<file path="config.mk">
export PLATFORM = sky130hd
export DESIGN_NAME = hazard_scoreboard_unit_flat
export DESIGN_NICKNAME = d
export VERILOG_FILES = /design/src/rtl/hazard_scoreboard_unit_pkg.sv /design/src/rtl/hazard_scoreboard_unit_if.sv /design/src/rtl/hazard_scoreboard_unit_load_shadow_pipe.sv /design/src/rtl/hazard_scoreboard_unit.sv /design/src/flat_wrapper.sv
export SDC_FILE = /design/constraint.sdc
export NUM_CORES = 1
export LEC_CHECK = 0
export ABC_CLOCK_PERIOD_IN_PS = 1900
export BUFFER_PORTS_ARGS = -buffer_cell sky130_fd_sc_hd__buf_4
export CAP_MARGIN = 20
export CORE_AREA = 2 2 68 83
export CTS_CLUSTER_SIZE = 24
export DETAILED_ROUTE_END_ITERATION = 16
export DIE_AREA = 0 0 70 85
export PLACE_DENSITY_LB_ADDON = 0.08
export SLEW_MARGIN = 5
export SYNTH_ARGS = -nofsm -noshare
export SYNTH_HDL_FRONTEND = slang
export SYNTH_HIERARCHICAL = 1
export SYNTH_SLANG_ARGS = --single-unit
</file>
<file path="constraint.sdc">
create_clock -name clk_i -period 1.9 [get_ports clk_i]
set_input_delay 0 -clock clk_i [delete_from_list [all_inputs] [get_ports clk_i]]
set_output_delay 0 -clock clk_i [all_outputs]
set_load 0.02 [all_outputs]
</file>
<file path="src/rtl/hazard_scoreboard_unit_pkg.sv">
// Shared types for the ID/EX hazard scoreboard: writeback select, stall causes,
// and the cause-priority encoder.
package hazard_scoreboard_unit_pkg;

  localparam int unsigned CORE_REG_ADDR_WIDTH = 5;
  localparam int unsigned MAX_LOAD_LAT        = 4;

  typedef enum logic [1:0] {
    WB_ALU,
    WB_MEM,
    WB_PC,
    WB_CSR
  } wb_sel_e;

  typedef enum logic [1:0] {
    HZ_NONE,
    HZ_LOAD_USE,
    HZ_MDU_RAW,
    HZ_MDU_BUSY
  } hz_cause_e;

  // Load-use outranks MDU RAW, which outranks MDU structural busy.
  function automatic hz_cause_e cause_prio(input logic load_use, input logic mdu_raw,
                                           input logic mdu_busy);
    hz_cause_e c;
    if (load_use)      c = HZ_LOAD_USE;
    else if (mdu_raw)  c = HZ_MDU_RAW;
    else if (mdu_busy) c = HZ_MDU_BUSY;
    else               c = HZ_NONE;
    return c;
  endfunction

endpackage

</file>
<file path="src/rtl/hazard_scoreboard_unit_if.sv">
// ID-stage view of the hazard scoreboard: instruction fields in, stall info out.
interface hazard_scoreboard_unit_if #(
  parameter int unsigned REG_ADDR_WIDTH = 5,
  parameter int unsigned CNT_WIDTH      = 32
);
  import hazard_scoreboard_unit_pkg::*;

  logic                      id_valid_i;
  logic [REG_ADDR_WIDTH-1:0] rs1_addr_ID_i;
  logic [REG_ADDR_WIDTH-1:0] rs2_addr_ID_i;
  logic                      rs1_used_ID_i;
  logic                      rs2_used_ID_i;
  logic [REG_ADDR_WIDTH-1:0] rd_addr_ID_i;
  logic                      reg_write_ID_i;
  wb_sel_e                   WBSel_ID_i;
  logic                      is_mdu_ID_i;
  logic                      flush_i;
  logic                      mdu_done_i;
  logic                      cnt_clr_i;
  logic                      stall_o;
  hz_cause_e                 stall_cause_o;
  logic [CNT_WIDTH-1:0]      stall_cnt_o;

  // Driven by the pipeline control side.
  modport master (
    output id_valid_i, rs1_addr_ID_i, rs2_addr_ID_i, rs1_used_ID_i, rs2_used_ID_i,
           rd_addr_ID_i, reg_write_ID_i, WBSel_ID_i, is_mdu_ID_i, flush_i, mdu_done_i,
           cnt_clr_i,
    input  stall_o, stall_cause_o, stall_cnt_o
  );

  // The scoreboard itself.
  modport slave (
    input  id_valid_i, rs1_addr_ID_i, rs2_addr_ID_i, rs1_used_ID_i, rs2_used_ID_i,
           rd_addr_ID_i, reg_write_ID_i, WBSel_ID_i, is_mdu_ID_i, flush_i, mdu_done_i,
           cnt_clr_i,
    output stall_o, stall_cause_o, stall_cnt_o
  );

endinterface

</file>
<file path="src/rtl/hazard_scoreboard_unit_load_shadow_pipe.sv">
// Shadow pipeline of in-flight loads ({valid, rd} per stage) with per-source match.
module hz_load_shadow_pipe #(
  parameter int unsigned REG_ADDR_WIDTH = 5,
  parameter int unsigned LOAD_LAT       = 1
) (
  input  logic                      clk_i,
  input  logic                      rst_i,
  input  logic                      push_valid_i,
  input  logic [REG_ADDR_WIDTH-1:0] push_rd_i,
  input  logic [REG_ADDR_WIDTH-1:0] rs1_addr_i,
  input  logic                      rs1_en_i,
  input  logic [REG_ADDR_WIDTH-1:0] rs2_addr_i,
  input  logic                      rs2_en_i,
  output logic                      rs1_hit_o,
  output logic                      rs2_hit_o
);

  logic [LOAD_LAT-1:0]       valid_q, valid_d;
  logic [REG_ADDR_WIDTH-1:0] rd_q [LOAD_LAT];
  logic [REG_ADDR_WIDTH-1:0] rd_d [LOAD_LAT];

  // Shift every cycle; stage 0 takes the newly issued load (or a bubble).
  always_comb begin
    valid_d[0] = push_valid_i;
    rd_d[0]    = push_rd_i;
    for (int k = 1; k < int'(LOAD_LAT); k++) begin
      valid_d[k] = valid_q[k-1];
      rd_d[k]    = rd_q[k-1];
    end
  end

  // Stage registers; reset discards all in-flight loads.
  always_ff @(posedge clk_i) begin
    if (rst_i) begin
      valid_q <= '0;
      for (int k = 0; k < int'(LOAD_LAT); k++) rd_q[k] <= '0;
    end else begin
      valid_q <= valid_d;
      for (int k = 0; k < int'(LOAD_LAT); k++) rd_q[k] <= rd_d[k];
    end
  end

  // A source hits if any valid stage still owes it data.
  always_comb begin
    rs1_hit_o = 1'b0;
    rs2_hit_o = 1'b0;
    for (int k = 0; k < int'(LOAD_LAT); k++) begin
      if (valid_q[k] && rs1_en_i && (rd_q[k] == rs1_addr_i)) rs1_hit_o = 1'b1;
      if (valid_q[k] && rs2_en_i && (rd_q[k] == rs2_addr_i)) rs2_hit_o = 1'b1;
    end
  end

endmodule

</file>
<file path="src/rtl/hazard_scoreboard_unit.sv">
// ID/EX hazard scoreboard: load-use, MDU RAW and MDU structural stalls, plus a
// saturating stall-cycle counter.
module hazard_scoreboard_unit
  import hazard_scoreboard_unit_pkg::*;
#(
  parameter int unsigned REG_ADDR_WIDTH = CORE_REG_ADDR_WIDTH,
  parameter int unsigned LOAD_LAT       = 1,
  parameter int unsigned CNT_WIDTH      = 32
) (
  input  logic                    clk_i,
  input  logic                    rst_i,
  hazard_scoreboard_unit_if.slave hz_io
);

  logic                      src1_en, src2_en;
  logic                      ld_hit1, ld_hit2;
  logic                      gate, mdu_live;
  logic                      load_use, mdu_raw, mdu_bsy, stall;
  logic                      issue, push_valid;
  logic                      mdu_busy_q, mdu_busy_d;
  logic [REG_ADDR_WIDTH-1:0] mdu_rd_q, mdu_rd_d;
  logic [CNT_WIDTH-1:0]      cnt_q, cnt_d;

  hz_load_shadow_pipe #(
    .REG_ADDR_WIDTH(REG_ADDR_WIDTH),
    .LOAD_LAT      (LOAD_LAT)
  ) u_load_pipe (
    .clk_i       (clk_i),
    .rst_i       (rst_i),
    .push_valid_i(push_valid),
    .push_rd_i   (hz_io.rd_addr_ID_i),
    .rs1_addr_i  (hz_io.rs1_addr_ID_i),
    .rs1_en_i    (src1_en),
    .rs2_addr_i  (hz_io.rs2_addr_ID_i),
    .rs2_en_i    (src2_en),
    .rs1_hit_o   (ld_hit1),
    .rs2_hit_o   (ld_hit2)
  );

  // Stall decode; x0 sources never match, flush and reset mask everything.
  always_comb begin
    src1_en  = hz_io.rs1_used_ID_i & (hz_io.rs1_addr_ID_i != '0);
    src2_en  = hz_io.rs2_used_ID_i & (hz_io.rs2_addr_ID_i != '0);
    gate     = hz_io.id_valid_i & ~hz_io.flush_i & ~rst_i;
    // A done MDU result is forwardable this cycle, so it no longer blocks.
    mdu_live = mdu_busy_q & ~hz_io.mdu_done_i;
    load_use = gate & (ld_hit1 | ld_hit2);
    mdu_raw  = gate & mdu_live & (mdu_rd_q != '0) &
               ((src1_en & (hz_io.rs1_addr_ID_i == mdu_rd_q)) |
                (src2_en & (hz_io.rs2_addr_ID_i == mdu_rd_q)));
    mdu_bsy  = gate & hz_io.is_mdu_ID_i & mdu_live;
    stall    = load_use | mdu_raw | mdu_bsy;
    issue    = hz_io.id_valid_i & ~stall & ~hz_io.flush_i;
    push_valid = issue & hz_io.reg_write_ID_i & (hz_io.WBSel_ID_i == WB_MEM) &
                 (hz_io.rd_addr_ID_i != '0);
  end

  // MDU tracker next state; a new MDU issue beats a coincident done.
  always_comb begin
    mdu_busy_d = mdu_busy_q;
    mdu_rd_d   = mdu_rd_q;
    if (issue && hz_io.is_mdu_ID_i) begin
      mdu_busy_d = 1'b1;
      mdu_rd_d   = hz_io.reg_write_ID_i ? hz_io.rd_addr_ID_i : '0;
    end else if (hz_io.mdu_done_i) begin
      mdu_busy_d = 1'b0;
    end
  end

  // Stall counter next state: clear wins, otherwise saturating increment.
  always_comb begin
    cnt_d = cnt_q;
    if (hz_io.cnt_clr_i) begin
      cnt_d = '0;
    end else if (stall && !(&cnt_q)) begin
      cnt_d = cnt_q + CNT_WIDTH'(1);
    end
  end

  // State registers.
  always_ff @(posedge clk_i) begin
    if (rst_i) begin
      mdu_busy_q <= 1'b0;
      mdu_rd_q   <= '0;
      cnt_q      <= '0;
    end else begin
      mdu_busy_q <= mdu_busy_d;
      mdu_rd_q   <= mdu_rd_d;
      cnt_q      <= cnt_d;
    end
  end

  assign hz_io.stall_o       = stall;
  assign hz_io.stall_cause_o = cause_prio(load_use, mdu_raw, mdu_bsy);
  assign hz_io.stall_cnt_o   = cnt_q;

endmodule

</file>
<file path="src/flat_wrapper.sv">
// flat-port wrapper written by rule: the top's interface ports become plain ports
module hazard_scoreboard_unit_flat import hazard_scoreboard_unit_pkg::*;
#(
  parameter int unsigned REG_ADDR_WIDTH = CORE_REG_ADDR_WIDTH,
  parameter int unsigned LOAD_LAT       = 1,
  parameter int unsigned CNT_WIDTH      = 32
)
  (clk_i, rst_i, hz_io_id_valid_i, hz_io_rs1_addr_ID_i, hz_io_rs2_addr_ID_i, hz_io_rs1_used_ID_i, hz_io_rs2_used_ID_i, hz_io_rd_addr_ID_i, hz_io_reg_write_ID_i, hz_io_WBSel_ID_i, hz_io_is_mdu_ID_i, hz_io_flush_i, hz_io_mdu_done_i, hz_io_cnt_clr_i, hz_io_stall_o, hz_io_stall_cause_o, hz_io_stall_cnt_o);
  hazard_scoreboard_unit_if #(.REG_ADDR_WIDTH(REG_ADDR_WIDTH), .CNT_WIDTH(CNT_WIDTH)) hz_io_i ();
  input  logic clk_i;
  input  logic rst_i;
  input wire logic [$bits(hz_io_i.id_valid_i)-1:0] hz_io_id_valid_i;
  input wire logic [$bits(hz_io_i.rs1_addr_ID_i)-1:0] hz_io_rs1_addr_ID_i;
  input wire logic [$bits(hz_io_i.rs2_addr_ID_i)-1:0] hz_io_rs2_addr_ID_i;
  input wire logic [$bits(hz_io_i.rs1_used_ID_i)-1:0] hz_io_rs1_used_ID_i;
  input wire logic [$bits(hz_io_i.rs2_used_ID_i)-1:0] hz_io_rs2_used_ID_i;
  input wire logic [$bits(hz_io_i.rd_addr_ID_i)-1:0] hz_io_rd_addr_ID_i;
  input wire logic [$bits(hz_io_i.reg_write_ID_i)-1:0] hz_io_reg_write_ID_i;
  input wire logic [$bits(hz_io_i.WBSel_ID_i)-1:0] hz_io_WBSel_ID_i;
  input wire logic [$bits(hz_io_i.is_mdu_ID_i)-1:0] hz_io_is_mdu_ID_i;
  input wire logic [$bits(hz_io_i.flush_i)-1:0] hz_io_flush_i;
  input wire logic [$bits(hz_io_i.mdu_done_i)-1:0] hz_io_mdu_done_i;
  input wire logic [$bits(hz_io_i.cnt_clr_i)-1:0] hz_io_cnt_clr_i;
  output wire logic [$bits(hz_io_i.stall_o)-1:0] hz_io_stall_o;
  output wire logic [$bits(hz_io_i.stall_cause_o)-1:0] hz_io_stall_cause_o;
  output wire logic [$bits(hz_io_i.stall_cnt_o)-1:0] hz_io_stall_cnt_o;
  assign hz_io_i.id_valid_i = hz_io_id_valid_i;
  assign hz_io_i.rs1_addr_ID_i = hz_io_rs1_addr_ID_i;
  assign hz_io_i.rs2_addr_ID_i = hz_io_rs2_addr_ID_i;
  assign hz_io_i.rs1_used_ID_i = hz_io_rs1_used_ID_i;
  assign hz_io_i.rs2_used_ID_i = hz_io_rs2_used_ID_i;
  assign hz_io_i.rd_addr_ID_i = hz_io_rd_addr_ID_i;
  assign hz_io_i.reg_write_ID_i = hz_io_reg_write_ID_i;
  assign hz_io_i.WBSel_ID_i = hz_io_WBSel_ID_i;
  assign hz_io_i.is_mdu_ID_i = hz_io_is_mdu_ID_i;
  assign hz_io_i.flush_i = hz_io_flush_i;
  assign hz_io_i.mdu_done_i = hz_io_mdu_done_i;
  assign hz_io_i.cnt_clr_i = hz_io_cnt_clr_i;
  assign hz_io_stall_o = hz_io_i.stall_o;
  assign hz_io_stall_cause_o = hz_io_i.stall_cause_o;
  assign hz_io_stall_cnt_o = hz_io_i.stall_cnt_o;
  hazard_scoreboard_unit #(.REG_ADDR_WIDTH(REG_ADDR_WIDTH), .LOAD_LAT(LOAD_LAT), .CNT_WIDTH(CNT_WIDTH)) u_core (.clk_i(clk_i), .rst_i(rst_i), .hz_io(hz_io_i));
endmodule
</file>
-- Yosys cells after proc, flatten, opt, wreduce, memory -nomap -nowiden
Memory sizes are Yosys's and may differ from the RTL's.
Index checks and enable logic that the tools add are counted.
- flip-flop bits (word level): 39
- memory bits (writable): 5
- input bits: 27
- output and inout port bits: 35
- word-level logic and storage cells: 65
- memories kept: 1
- memories (name ; depth ; bits a word ; rd ports ; clocked after memory_dff ; write ports ; RTL line ; text):
    u_core.u_load_pipe.rd_q ; 1 ; 5 ; 1 ; 0 ; 1 ; hazard_scoreboard_unit_load_shadow_pipe.sv:19 ; logic [REG_ADDR_WIDTH-1:0] rd_q [LOAD_LAT];
- add/subtract/negate cells: 1
- equal/unequal tests: 5
- muxes and demuxes: 13
- bitwise logic cells: 26
- reduce and logical (&&, ||, !) cells: 15
- operators by type and width (cell ; number):
    $add 32x1->32 const B ; 1
    $reduce_and 32->1 ; 1
    $eq 5x5->1 ; 4
    $reduce_bool 5->1 ; 4
    $and 1x1->1 ; 18
    $mux 5 ; 2
    $mux 1 ; 8
    $logic_and 1x1->1 ; 6
    $mux 2 ; 3
    $reduce_or 5->1 ; 1
    $not 1->1 ; 4
    $or 1x1->1 ; 4
    $eq 2x1->1 const B ; 1
    $reduce_bool 2->1 ; 1
    $reduce_or 2->1 ; 1
    $logic_not 1->1 ; 1

-- Logic depth before layout (Yosys ltp)
Gate-level depths: netlist of the first run.
- word-level depth: 15
- gate-level depth with buffers: 11
- mapped depth without buffers: 9

-- Modules after synthesis
The synthesis of the first run kept the hierarchy.
- by module, submodules not included (module ; times used ; cells an instance ; area an instance (um^2)):
    hazard_scoreboard_unit ; 1 ; 256 ; 2065.7
    hz_load_shadow_pipe ; 1 ; 28 ; 275.3

-- Least setup slack after synthesis of the first run
Ideal clock, no wire load.
- kind: flip-flop to flip-flop
- start point: reg u_core.cnt_q[19], in the netlist u_core/hz_io.stall_cnt_o[19]
- end point: reg u_core.cnt_q[23], in the netlist u_core/hz_io.stall_cnt_o[23]
- arrival: 2.049 ns
- required time: 1.830 ns
- slack: -0.220 ns
- cell stages (with the launch flop): 9
- path buffers: 1
- period minus slack after synthesis: 2.120 ns
- cells stage by stage: dfxtp_1 -> and3_1 -> and3_1 -> and2_1 -> and3_1 -> a21o_1 -> buf_6 -> or4_1 -> a21oi_1
- word-level cells in the longest chain between the ends: 3
- elaborated cells between the ends (all ways): 4
- classes of those cells: add/sub (1); reduce/logical (3)
- RTL lines (item ; RTL line ; text):
    start, declared ; hazard_scoreboard_unit.sv:22 ; logic [CNT_WIDTH-1:0] cnt_q, cnt_d;
    start signal, assigned ; hazard_scoreboard_unit.sv:89 ; cnt_q <= cnt_d;
    parallel branches: the longest is 3 deep, another holds $add 32x1->32 ; - ;
Several ways; the timed one is not identified.
A chain may end at the register's enable or synchronous reset.

-- Worst setup path after layout of the first run
- start point: reg u_core.mdu_rd_q[3]
- end point: reg u_core.cnt_q[9], in the netlist u_core/hz_io.stall_cnt_o[9]
- word-level cells in the longest chain between the ends: 7
- elaborated cells between the ends (all ways): 11
- classes of those cells: eq/ne (2); bitwise (7); reduce/logical (2)
- RTL lines (item ; RTL line ; text):
    start, declared ; hazard_scoreboard_unit.sv:21 ; logic [REG_ADDR_WIDTH-1:0] mdu_rd_q, mdu_rd_d;
    start signal, assigned ; hazard_scoreboard_unit.sv:88 ; mdu_rd_q <= mdu_rd_d;
    $eq 5x5->1, on equally long branches ; hazard_scoreboard_unit.sv:49, hazard_scoreboard_unit.sv:50 ;
    $and 1x1->1, on equally long branches ; hazard_scoreboard_unit.sv:49, hazard_scoreboard_unit.sv:50 ;
    $or 1x1->1 ; hazard_scoreboard_unit.sv:49 ; ((src1_en & (hz_io.rs1_addr_ID_i == mdu_rd_q)) |
    $and 1x1->1 (*) ; hazard_scoreboard_unit.sv:48 ; mdu_raw = gate & mdu_live & (mdu_rd_q != '0) &
    $or 1x1->1 (*) (2 in a row) ; hazard_scoreboard_unit.sv:52 ; stall = load_use | mdu_raw | mdu_bsy;
    $logic_and 1x1->1 (*) ; hazard_scoreboard_unit.sv:75 ; end else if (stall && !(&cnt_q)) begin
Every way passes the cells marked *; elsewhere a longest branch is shown, timed or not.

==> impl_results.rst, run 1 <==
.. list-table::
   :header-rows: 1

   * - Metric
     - Value
   * - Mean instance size in the synthesized netlist
     - 8.24 µm²
   * - Placed inst area
     - 3460 µm²
   * - Pwr/cell area
     - 437 nW/µm²
   * - Port bufs
     - 61
   * - Hold Startpoint
     - rst_i
   * - Pre-antenna DRT Iters
     - 4
   * - Routed Antenna Nets
     - 0
   * - TritonCTS clock tree
     - yes
   * - Critical Path End Type
     - register
   * - Min setup slack post-route
     - -0.262 ns
   * - Number of enable-type register cells in the synthesized netlist
     - 0
   * - Maximum resistive drop on vdd
     - 0.000449 V
   * - Width of the die
     - 70 µm
   * - Violations in the final reports
     - negative setup slack
   * - Depth of the worst register-to-register path
     - 9
   * - Cell area after synthesis
     - 2340 µm²
   * - Capturing point of the worst reg2reg path
     - u_core/hz_io.stall_cnt_o[9]$_SDFFE_PP0P_
   * - Sequential fraction of the synthesis area
     - 37.6%
   * - Static power due to leakage
     - 1.57 nW
   * - Drt drc
     - 0
   * - Root buffer cell
     - clkbuf_8
   * - Total routed wirelength
     - 7.12 mm
   * - Outcome
     - finished, violations left
   * - Hold Path End
     - u_core/mdu_rd_q[4]$_SDFFE_PP0P_
   * - Crit Path Category
     - register to register
   * - Transition time at the pin with the least slew margin
     - 0.649 ns
   * - Max clock buf depth
     - 2
   * - Die area
     - 5950 µm²
   * - Worst Hold Class
     - primary input to register
   * - Diodes inserted
     - 0
   * - Post-Place Cells
     - 468
   * - Post-Syn Nets
     - 312
   * - Required time of the critical path
     - 2.12 ns
   * - Core Rows
     - 29
   * - Final cell area excluding filler cells
     - 3880 µm²
   * - Overall power consumption
     - 1.70 mW
   * - Pin count of the biggest net entering global routing
     - 31
   * - Max-slew violation count
     - 0
   * - Filler Cells Inserted
     - 398
   * - Routed wire length per instance
     - 14.6 µm
   * - Final worst path period need
     - 2.16 ns
   * - Crit Reg-Reg Startpoint
     - u_core/mdu_rd_q[3]$_SDFFE_PP0P_
   * - Critical Path Fanout Max
     - 12
   * - Setup repair after global routing missed its margin
     - yes
   * - Most used flip-flop cell after synthesis
     - dfxtp_1
   * - Clock latency of the later-clocked register in the worst-skew pair
     - 0.30 ns
   * - Final Wtd Congestion
     - 0.823
   * - Num CTS Buffers
     - 5
   * - Number of antenna violations at the first check in global routing
     - 0
   * - Ys Warns
     - 6
   * - Number of top-level pins
     - 62
   * - Tcrit/Tclk final
     - 114%
   * - Relative slew margins
     - 56.7%
   * - Cell count after synthesis
     - 284
   * - Signal arrival time at the worst endpoint
     - 2.38 ns
   * - Core Box Area
     - 5150 µm²
   * - Number of nets in the final layout
     - 452
   * - Count of final hold-check violations
     - 0
   * - Register clock-pin slew on the reported worst setup and hold paths
     - 0.08 ns
   * - Effective utilization at floorplan
     - 45.4%
   * - Share of synthesized flip-flops with an asynchronous set or reset
     - 0%
   * - Level count of the clock H-tree
     - 2
   * - Crit path from
     - u_core/mdu_rd_q[3]$_SDFFE_PP0P_
   * - Peak clock frequency supported by timing
     - 0.462 GHz
   * - Setup TNS
     - -5.35 ns
   * - Finished Layout Cells
     - 487
   * - Fraction of final layout cells sized beyond drive strength 1
     - 47.1%
   * - Clock sinks
     - 44
   * - Post-Route Skew
     - 0.00571 ns
   * - Routed via count divided by cell count
     - 5.46
   * - Netlist cell types
     - 40
   * - Total global routing track utilization
     - 23.0%
   * - Post-detail-place hpwl
     - 5.08 mm
   * - Hold Worst Slack
     - 0.115 ns
   * - Setup slack of the most critical reg-to-reg path
     - -0.26 ns
   * - Area growth from synthesis to layout
     - 65.7%
   * - Max-Cap Viols
     - 0
   * - #FFs+latches synth
     - 44
   * - Die Ht
     - 85 µm
   * - Count of final setup violators
     - 31
   * - Vias after detailed routing
     - 2,661
   * - Cell depth of the worst hold path
     - 3
   * - Number of global-route vias before repair
     - 2,494
   * - Leftover overflow at the end of global routing
     - 0
   * - Global-route wire length before repair
     - 11.2 mm
   * - Startpoint class of the critical path
     - register
   * - Number of design-rule violations left by the first detailed-router iteration
     - 88
placed cells by master, fill, tap and decap left out, types with 2 or more instances in the layout:
master | Yosys | routed
a211oi_2 | 0 | 2
a211oi_4 | 0 | 2
a21oi_1 | 33 | 27
a21oi_2 | 0 | 4
a21oi_4 | 0 | 2
and2_1 | 3 | 2
and3_1 | 9 | 8
and4_1 | 3 | 2
and4_4 | 1 | 2
buf_12 | 0 | 4
buf_4 | 1 | 128
buf_6 | 1 | 3
clkbuf_16 | 0 | 2
clkbuf_8 | 0 | 5
clkinv_2 | 0 | 2
dfxtp_1 | 44 | 24
dfxtp_2 | 0 | 17
dfxtp_4 | 0 | 3
dlygate4sd3_1 | 0 | 7
inv_1 | 4 | 4
nand2_1 | 28 | 26
nand2b_1 | 2 | 2
nand3_1 | 16 | 15
nand4_1 | 7 | 7
nor2_1 | 12 | 12
nor2b_1 | 8 | 8
nor3_2 | 0 | 3
o21a_1 | 3 | 3
o21ai_0 | 16 | 16
o31ai_1 | 8 | 8
or3_1 | 17 | 15
or3_4 | 0 | 2
or4_1 | 12 | 10
or4_4 | 0 | 2
xnor2_1 | 20 | 17
xnor2_2 | 0 | 3
xor2_1 | 6 | 5
worst max-delay path by stage:
stage | to | slack, ns | cells past startpoint
floorplan | u_core/hz_io.stall_cnt_o[21]$_SDFFE_PP0P_ | -0.11 | 8
global placement | u_core/hz_io.stall_cnt_o[9]$_SDFFE_PP0P_ | -0.20 | 12
detailed placement | u_core/hz_io.stall_cnt_o[9]$_SDFFE_PP0P_ | -0.25 | 9
CTS | u_core/hz_io.stall_cnt_o[9]$_SDFFE_PP0P_ | -0.28 | 9
global route | u_core/hz_io.stall_cnt_o[12]$_SDFFE_PP0P_ | -0.34 | 9
finish | u_core/hz_io.stall_cnt_o[9]$_SDFFE_PP0P_ | -0.26 | 9
cell type report:
class                   instances  area (µm²)  share of cell area, %
multi-input cells             225        1600                   41.1
repair buffers                144        1190                   30.8
flip-flops and latches         44         913                   23.5
well taps                      62        77.6                   2.00
clock buffers                   5        68.8                   1.77
inverters                       4        15.0                  0.387
clock inverters                 3        13.8                  0.355
per-layer routing:
metal	wire length (µm)	part of all wire, %	track usage [%]
met5	0	0	0
met3	313	4.4	5.34
met2	3880	55	42.3
met1	2790	39	26.0
met4	133	1.9	7.87
synth_stat cells, types with 7 or more instances:
| cell type | number | area share [%] |
|---|---|---|
| o21ai_0 | 16 | 3.4 |
| o31ai_1 | 8 | 2.6 |
| or4_1 | 12 | 3.8 |
| nand4_1 | 7 | 1.9 |
| nor2_1 | 12 | 1.9 |
| or3_1 | 17 | 4.5 |
| nand2_1 | 28 | 4.5 |
| dfxtp_1 | 44 | 38 |
| and3_1 | 9 | 2.4 |
| nor2b_1 | 8 | 2.1 |
| a21oi_1 | 33 | 7.1 |
| xnor2_1 | 20 | 7.5 |
| nand3_1 | 16 | 3.4 |
logic make-up (layout without fill, tap and decap cells):
family                     count (synthesis)  count (layout)  synth area share [%]
buffers and inverters                     15             156                  2.99
AOI/OAI and AO/OA                         70              70                  18.2
and+or+nand+nor                          127             127                  30.5
DFF                                       44              44                  37.6
xor gates and xnor gates                  26              26                  9.73
adders and majority gates                  1               1                 0.534
muxes                                      1               1                 0.428
critical path, cell delays in order, from the launching register on:
cell      delay (ns)
dfxtp_4         0.36
xor2_1          0.14
nor3_1          0.19
and4_4          0.25
o221ai_4        0.12
a21o_4          0.28
buf_12          0.15
buf_12          0.13
or3_1           0.34
a21oi_1         0.13
report_power, final:
part | internal, mW | switching [mW]
registers | 0.927 | 0.00881
logic | 0.106 | 0.0823
clock network | 0.250 | 0.321
sequential cells by signal, summed over array words and instances (netlist names):
signal,flops
u_core/mdu_rd_q,5
u_core/u_load_pipe/rd_q,5
u_core/u_load_pipe/valid_q,1
u_core/hz_io.stall_cnt_o,32
u_core/mdu_busy_q,1
metrics by stage:
stage | util, % | worst slack [ns]
after floorplan | - | -0.109
after global placement | 67.1 | -0.204
after detailed placement | 67.1 | -0.250
after CTS | 71.9 | -0.283
after global routing | 75.3 | -0.337
final | 75.3 | -0.262
repair_timing:
action | in CTS | in global routing
resized for setup | 20 | 24
pin swaps | 9 | 42
hold buffers | 7 | 0
endpoints found under the setup margin | 32 | 36
endpoints found under the hold margin | 11 | 0
buffers inserted | 1 | 1
cloned | 0 | 2
Power figures use the tool's default switching activity.
==> run 2, diff against run 1 <==
Settings changed: MAX_ROUTING_LAYER set to met4.
==> run 2 against run 1 <==
Compared with the run above:
- the flow still finishes with violations (negative setup slack)
- non-clock buffer count shrank 3
- fmax shrank 1.3%
- critical path depth shrank 1
==> impl_results.rst, run 2 (same netlist as run 1, synthesis figures left out) <==
.. list-table::
   :header-rows: 1

   * - Metric
     - Value
   * - Outcome
     - finished, violations left
   * - Violations in the final reports
     - negative setup slack
   * - Diodes inserted
     - 0
   * - Number of global-route vias before repair
     - 2,517
   * - Drt drc
     - 0
   * - Setup slack of the most critical reg-to-reg path
     - -0.29 ns
   * - Fraction of final layout cells sized beyond drive strength 1
     - 46.9%
   * - Total routed wirelength
     - 7.10 mm
   * - Cell depth of the worst hold path
     - 3
   * - Largest register FFs
     - 32
   * - Peak clock frequency supported by timing
     - 0.456 GHz
   * - Startpoint class of the critical path
     - register
   * - Internal power of the cells
     - 1.42 mW
   * - Area used by sequential logic in the layout
     - 910 µm²
   * - Critical Path End Type
     - register
   * - Placed inst area
     - 3420 µm²
   * - Leftover overflow at the end of global routing
     - 0
   * - Num CTS Buffers
     - 5
   * - Signal arrival time at the worst endpoint
     - 2.41 ns
   * - Relative slew margins
     - 55.1%
   * - Routed Antenna Nets
     - 0
   * - Maximum resistive drop on vdd
     - 0.000382 V
   * - Pin count of the biggest net entering global routing
     - 40
   * - Core Box Area
     - 5150 µm²
   * - Number of top-level pins
     - 62
   * - Static power due to leakage
     - 1.53 nW
   * - Vias after detailed routing
     - 2,628
   * - Capturing point of the worst reg2reg path
     - u_core/hz_io.stall_cnt_o[21]$_SDFFE_PP0P_
   * - Depth of the worst register-to-register path
     - 8
   * - Most common cell after layout, fill and taps aside
     - buf_4
   * - Seq pwr share
     - 51.4%
   * - Routed via count divided by cell count
     - 5.43
   * - Max-Cap Viols
     - 0
   * - Routed wire length per instance
     - 14.7 µm
   * - Transition time at the pin with the least slew margin
     - 0.674 ns
   * - Level count of the clock H-tree
     - 2
   * - Min setup slack post-route
     - -0.292 ns
   * - Commonest cells after routing, fill and taps aside
     - 126 x buf_4, 26 x nand2_1, 26 x a21oi_1, 25 x dfxtp_1, 20 x xnor2_1
   * - Required time of the critical path
     - 2.12 ns
   * - Finished Layout Cells
     - 484
   * - Comb pwr share
     - 10.1%
   * - Port bufs
     - 61
   * - Die area
     - 5950 µm²
   * - Setup repair after global routing missed its margin
     - yes
   * - Pwr/cell area
     - 475 nW/µm²
   * - TritonCTS clock tree
     - yes
   * - Die Ht
     - 85 µm
   * - Number of nets in the final layout
     - 449
   * - Width of the die
     - 70 µm
   * - Count of final setup violators
     - 33
   * - Max clock buf depth
     - 2
   * - Max-slew violation count
     - 0
   * - Final cell area excluding filler cells
     - 3830 µm²
   * - Clock latency of the later-clocked register in the worst-skew pair
     - 0.29 ns
   * - Final Wtd Congestion
     - 0.865
   * - Area of the multi-input gates
     - 1590 µm²
   * - Post-Route Skew
     - 0.00296 ns
   * - Final worst path period need
     - 2.19 ns
   * - Count of final hold-check violations
     - 0
   * - Hold Worst Slack
     - 0.00669 ns
   * - Crit Reg-Reg Startpoint
     - u_core/mdu_rd_q[4]$_SDFFE_PP0P_
   * - Worst slack at placement
     - -0.297 ns
   * - Number of antenna violations at the first check in global routing
     - 0
   * - Effective utilization at floorplan
     - 45.4%
   * - Pre-antenna DRT Iters
     - 4
   * - Post-detail-place hpwl
     - 5.09 mm
   * - Area growth from synthesis to layout
     - 63.8%
   * - Worst Hold Class
     - primary input to register
   * - Register clock-pin slew on the reported worst setup and hold paths
     - 0.08 ns
   * - Tcrit/Tclk final
     - 115%
   * - Clock sinks
     - 44
   * - Fraction of power spent switching nets
     - 22.0%
   * - Final core area utilization
     - 74.4%
   * - Number of design-rule violations left by the first detailed-router iteration
     - 102
   * - Global-route wire length before repair
     - 11.4 mm
   * - Root buffer cell
     - clkbuf_8
   * - Hold Startpoint
     - hz_io_reg_write_ID_i
   * - Core Rows
     - 29
   * - Critical Path Fanout Max
     - 20
   * - Switching pwr
     - 400 µW
   * - Total global routing track utilization
     - 24.4%
   * - Filler Cells Inserted
     - 402
   * - Crit Path Category
     - register to register
   * - Hold Path End
     - u_core/mdu_rd_q[2]$_SDFFE_PP0P_
   * - Clk network pwr share
     - 38.5%
   * - Post-Place Cells
     - 466
==> run 2: critical path: stages, from the launching register on <==
cell and delay [ns]:
dfxtp_4 0.36, xor2_1 0.16, nor3_1 0.21, and4_1 0.26, o221ai_4 0.12, a21o_4 0.27, buf_12 0.15, or4_4 0.47
a21oi_1 0.12
==> run 2: final cells by class <==
cell class / instances / area share, %
inverters: 4 / 0.392
clock inverters: 2 / 0.914
multi-input cells: 225 / 41.4
repair buffers: 141 / 29.7
flip-flops and latches: 44 / 23.7
well taps: 62 / 2.02
clock buffers: 6 / 1.89
==> run 2: per-layer routing <==
metal / vias to the layer above / wire length, µm / global-route usage [%]
li1: 1314 / - / -
met3: 15 / 302 / 4.63
met2: 68 / 3710 / 42.5
met4: 0 / 191 / 11.7
met1: 1231 / 2900 / 26.7
met5: - / 0 / -
==> run 2: power groups by stage <==
stage	Sequential [mW]	Clock [mW]	Combinational (mW)
CTS	0.935	0.719	0.180
finish	0.935	0.701	0.184
global placement	0.956	0	0.163
global route	0.936	0.761	0.197
floorplan	0.956	0	0.0672
detailed placement	0.957	0	0.165
==> run 2: how the worst max path moves through the flow <==
stage,start,endpoint,cells past startpoint
floorplan,u_core/mdu_rd_q[3]$_SDFFE_PP0P_,u_core/hz_io.stall_cnt_o[21]$_SDFFE_PP0P_,8
global placement,u_core/mdu_rd_q[3]$_SDFFE_PP0P_,u_core/hz_io.stall_cnt_o[21]$_SDFFE_PP0P_,8
detailed placement,u_core/mdu_rd_q[1]$_SDFFE_PP0P_,u_core/hz_io.stall_cnt_o[19]$_SDFFE_PP0P_,9
CTS,u_core/mdu_rd_q[3]$_SDFFE_PP0P_,u_core/hz_io.stall_cnt_o[21]$_SDFFE_PP0P_,8
global route,u_core/mdu_rd_q[4]$_SDFFE_PP0P_,u_core/hz_io.stall_cnt_o[21]$_SDFFE_PP0P_,8
finish,u_core/mdu_rd_q[4]$_SDFFE_PP0P_,u_core/hz_io.stall_cnt_o[21]$_SDFFE_PP0P_,8
==> run 2: what timing repair did <==
action	4_1_cts	5_1_grt
endpoints found under the setup margin	32	36
gates cloned	0	1
buffers inserted	1	2
pin swaps	7	25
resized for setup	24	35
hold endpoints to repair	9	0
hold buffers	6	0
==> run 2: through the flow <==
stage	TNS, ns	total power [mW]
global placement	-3.47	1.12
floorplan	-1.10	1.02
detailed placement	-6.03	1.12
finish	-5.50	1.82
global route	-9.23	1.89
CTS	-4.73	1.83
==> run 3, diff against run 2 <==
Settings changed: REMOVE_ABC_BUFFERS set to 1.
==> run 3 against run 2 <==
Compared with the run above:
- the flow still finishes with violations (negative setup slack)
- critical path type unchanged
- largest power group unchanged
- non-clock buffer count grew 8
- critical endpoint is now u_core/hz_io.stall_cnt_o[29]$_SDFFE_PP0P_
- cell area shrank 0.13%
- total power shrank 4.6%
- flip-flop and latch count unchanged
- global-route usage grew 0.38 points
==> impl_results.rst, run 3 (same netlist as run 1, synthesis figures left out) <==
.. list-table::
   :header-rows: 1

   * - Metric
     - Value
   * - Outcome
     - finished, violations left
   * - Violations in the final reports
     - negative setup slack
   * - Pin count of the biggest net entering global routing
     - 31
   * - Routed wire length per instance
     - 14.9 µm
   * - Crit Path Category
     - register to register
   * - Root buffer cell
     - clkbuf_8
   * - Tcrit/Tclk final
     - 117%
   * - Register clock-pin slew on the reported worst setup and hold paths
     - 0.08 ns
   * - Number of design-rule violations left by the first detailed-router iteration
     - 118
   * - Pwr/cell area
     - 453 nW/µm²
   * - Slowest library cell on the worst path
     - or4_1
   * - Final Wtd Congestion
     - 0.892
   * - Leftover overflow at the end of global routing
     - 0
   * - Routed via count divided by cell count
     - 5.37
   * - Max clock buf depth
     - 2
   * - Vias after detailed routing
     - 2,641
   * - Global-route wire length before repair
     - 11.6 mm
   * - Total global routing track utilization
     - 24.8%
   * - Relative slew margins
     - 58.3%
   * - Port bufs
     - 61
   * - Effective utilization at floorplan
     - 45.4%
   * - Max-Cap Viols
     - 0
   * - Max-slew violation count
     - 0
   * - Width of the die
     - 70 µm
   * - Number of global-route vias before repair
     - 2,687
   * - Most common cell after layout, fill and taps aside
     - buf_4
   * - Routed Antenna Nets
     - 0
   * - Required time of the critical path
     - 2.12 ns
   * - TritonCTS clock tree
     - yes
   * - Core Box Area
     - 5150 µm²
   * - Biggest cell delay along the critical path
     - 0.50 ns
   * - Commonest cells after routing, fill and taps aside
     - 126 x buf_4, 41 x dfxtp_1, 28 x a21oi_1, 27 x nand2_1, 19 x xnor2_1
   * - Total routed wirelength
     - 7.32 mm
   * - Peak clock frequency supported by timing
     - 0.450 GHz
   * - Die Ht
     - 85 µm
   * - Post-detail-place hpwl
     - 5.27 mm
   * - Hold Worst Slack
     - 0.116 ns
   * - Min setup slack post-route
     - -0.322 ns
   * - Startpoint class of the critical path
     - register
   * - Static power due to leakage
     - 1.56 nW
   * - Area growth from synthesis to layout
     - 63.5%
   * - Worst Hold Class
     - primary input to register
   * - Number of antenna violations at the first check in global routing
     - 0
   * - Signal arrival time at the worst endpoint
     - 2.44 ns
   * - Largest register FFs
     - 32
   * - Core Rows
     - 29
   * - Series of cell instances along the critical path
     - xor2_1 > nor3_2 > and4_4 > o221ai_4 > a21o_4 > buf_12 > or4_1 > a21oi_1
   * - Clock latency of the later-clocked register in the worst-skew pair
     - 0.29 ns
   * - Critical Path Fanout Max
     - 9
   * - Diodes inserted
     - 0
   * - Drt drc
     - 0
   * - Final worst path period need
     - 2.22 ns
   * - Count of final hold-check violations
     - 0
   * - Number of top-level pins
     - 62
   * - Die area
     - 5950 µm²
   * - Transition time at the pin with the least slew margin
     - 0.626 ns
   * - Maximum resistive drop on vdd
     - 0.000487 V
   * - Worst slack at placement
     - -0.465 ns
   * - Count of final setup violators
     - 35
   * - Overall power consumption
     - 1.74 mW
   * - Critical Path End Type
     - register
   * - Post-Route Skew
     - 0.0118 ns
   * - Setup repair after global routing missed its margin
     - yes
   * - Filler Cells Inserted
     - 400
   * - Clock sinks
     - 44
   * - Number of nets in the final layout
     - 457
   * - Num CTS Buffers
     - 5
   * - Pre-antenna DRT Iters
     - 4
   * - Level count of the clock H-tree
     - 2
   * - Fraction of final layout cells sized beyond drive strength 1
     - 41.4%
==> run 3: final cells by class <==
cell class,count,area [µm²],share of cell area [%]
inverter,4,15.0,0.392
clock buffer,7,86.3,2.25
clock inverter,1,7.51,0.196
timing repair buffer,149,1220,31.8
tap,62,77.6,2.03
multi-input combinational,225,1540,40.3
sequential,44,885,23.1
==> run 3: final timing paths <==
check | slack (ns) | endpoint | startpoint | cells past startpoint
min | 0.12 | u_core/mdu_rd_q[1]$_SDFFE_PP0P_ | rst_i | 3
max reg2reg | -0.32 | u_core/hz_io.stall_cnt_o[29]$_SDFFE_PP0P_ | u_core/mdu_rd_q[1]$_SDFFE_PP0P_ | 8
min reg2reg | 0.52 | u_core/hz_io.stall_cnt_o[31]$_SDFFE_PP0P_ | u_core/hz_io.stall_cnt_o[31]$_SDFFE_PP0P_ | 2
max | -0.32 | u_core/hz_io.stall_cnt_o[29]$_SDFFE_PP0P_ | u_core/mdu_rd_q[1]$_SDFFE_PP0P_ | 8
==> run 3: routing by layer <==
layer / share of wire (%) / track usage [%] / vias up
met2: 55 / 48.1 / 74
met1: 38 / 24.2 / 1227
met5: 0 / - / -
li1: - / - / 1324
met4: 2.5 / 11.2 / 0
met3: 4.5 / 3.21 / 16
==> run 3: repair_timing <==
item                                    CTS  global route
gates resized for setup                  32            18
buffers inserted                          7             2
endpoints found under the hold margin    12             0
endpoints found under the setup margin   36            41
pin swaps                                31            10
hold buffers                              8             0
==> run 3: through the flow <==
step	cells	utilization, %	cell area, µm²	setup TNS [ns]
2_1_floorplan	273	-	2290	-14.20
3_3_place_gp	468	65.5	3370	-8.91
3_5_place_dp	468	65.5	3370	-10.62
4_1_cts	491	72.6	3740	-7.98
6_report	492	74.3	3830	-6.65
5_1_grt	492	74.3	3830	-9.70
==> run 3: report_power, final <==
part | switching (mW) | leakage [nW] | internal [mW]
clock network | 0.303 | 0.0445 | 0.295
logic | 0.0872 | 1.16 | 0.111
registers | 0.00827 | 0.357 | 0.930
total | 0.399 | 1.56 | 1.34
==> run 3: critical path: cells and delay by family (launching register included) <==
| family | cells | cell delay, ns |
|---|---|---|
| AND/OR/NAND/NOR | 3 | 1.00 |
| AO/OA/AOI/OAI | 3 | 0.50 |
| flip-flops | 1 | 0.34 |
| XOR/XNOR | 1 | 0.18 |
| buffers and inverters | 1 | 0.14 |
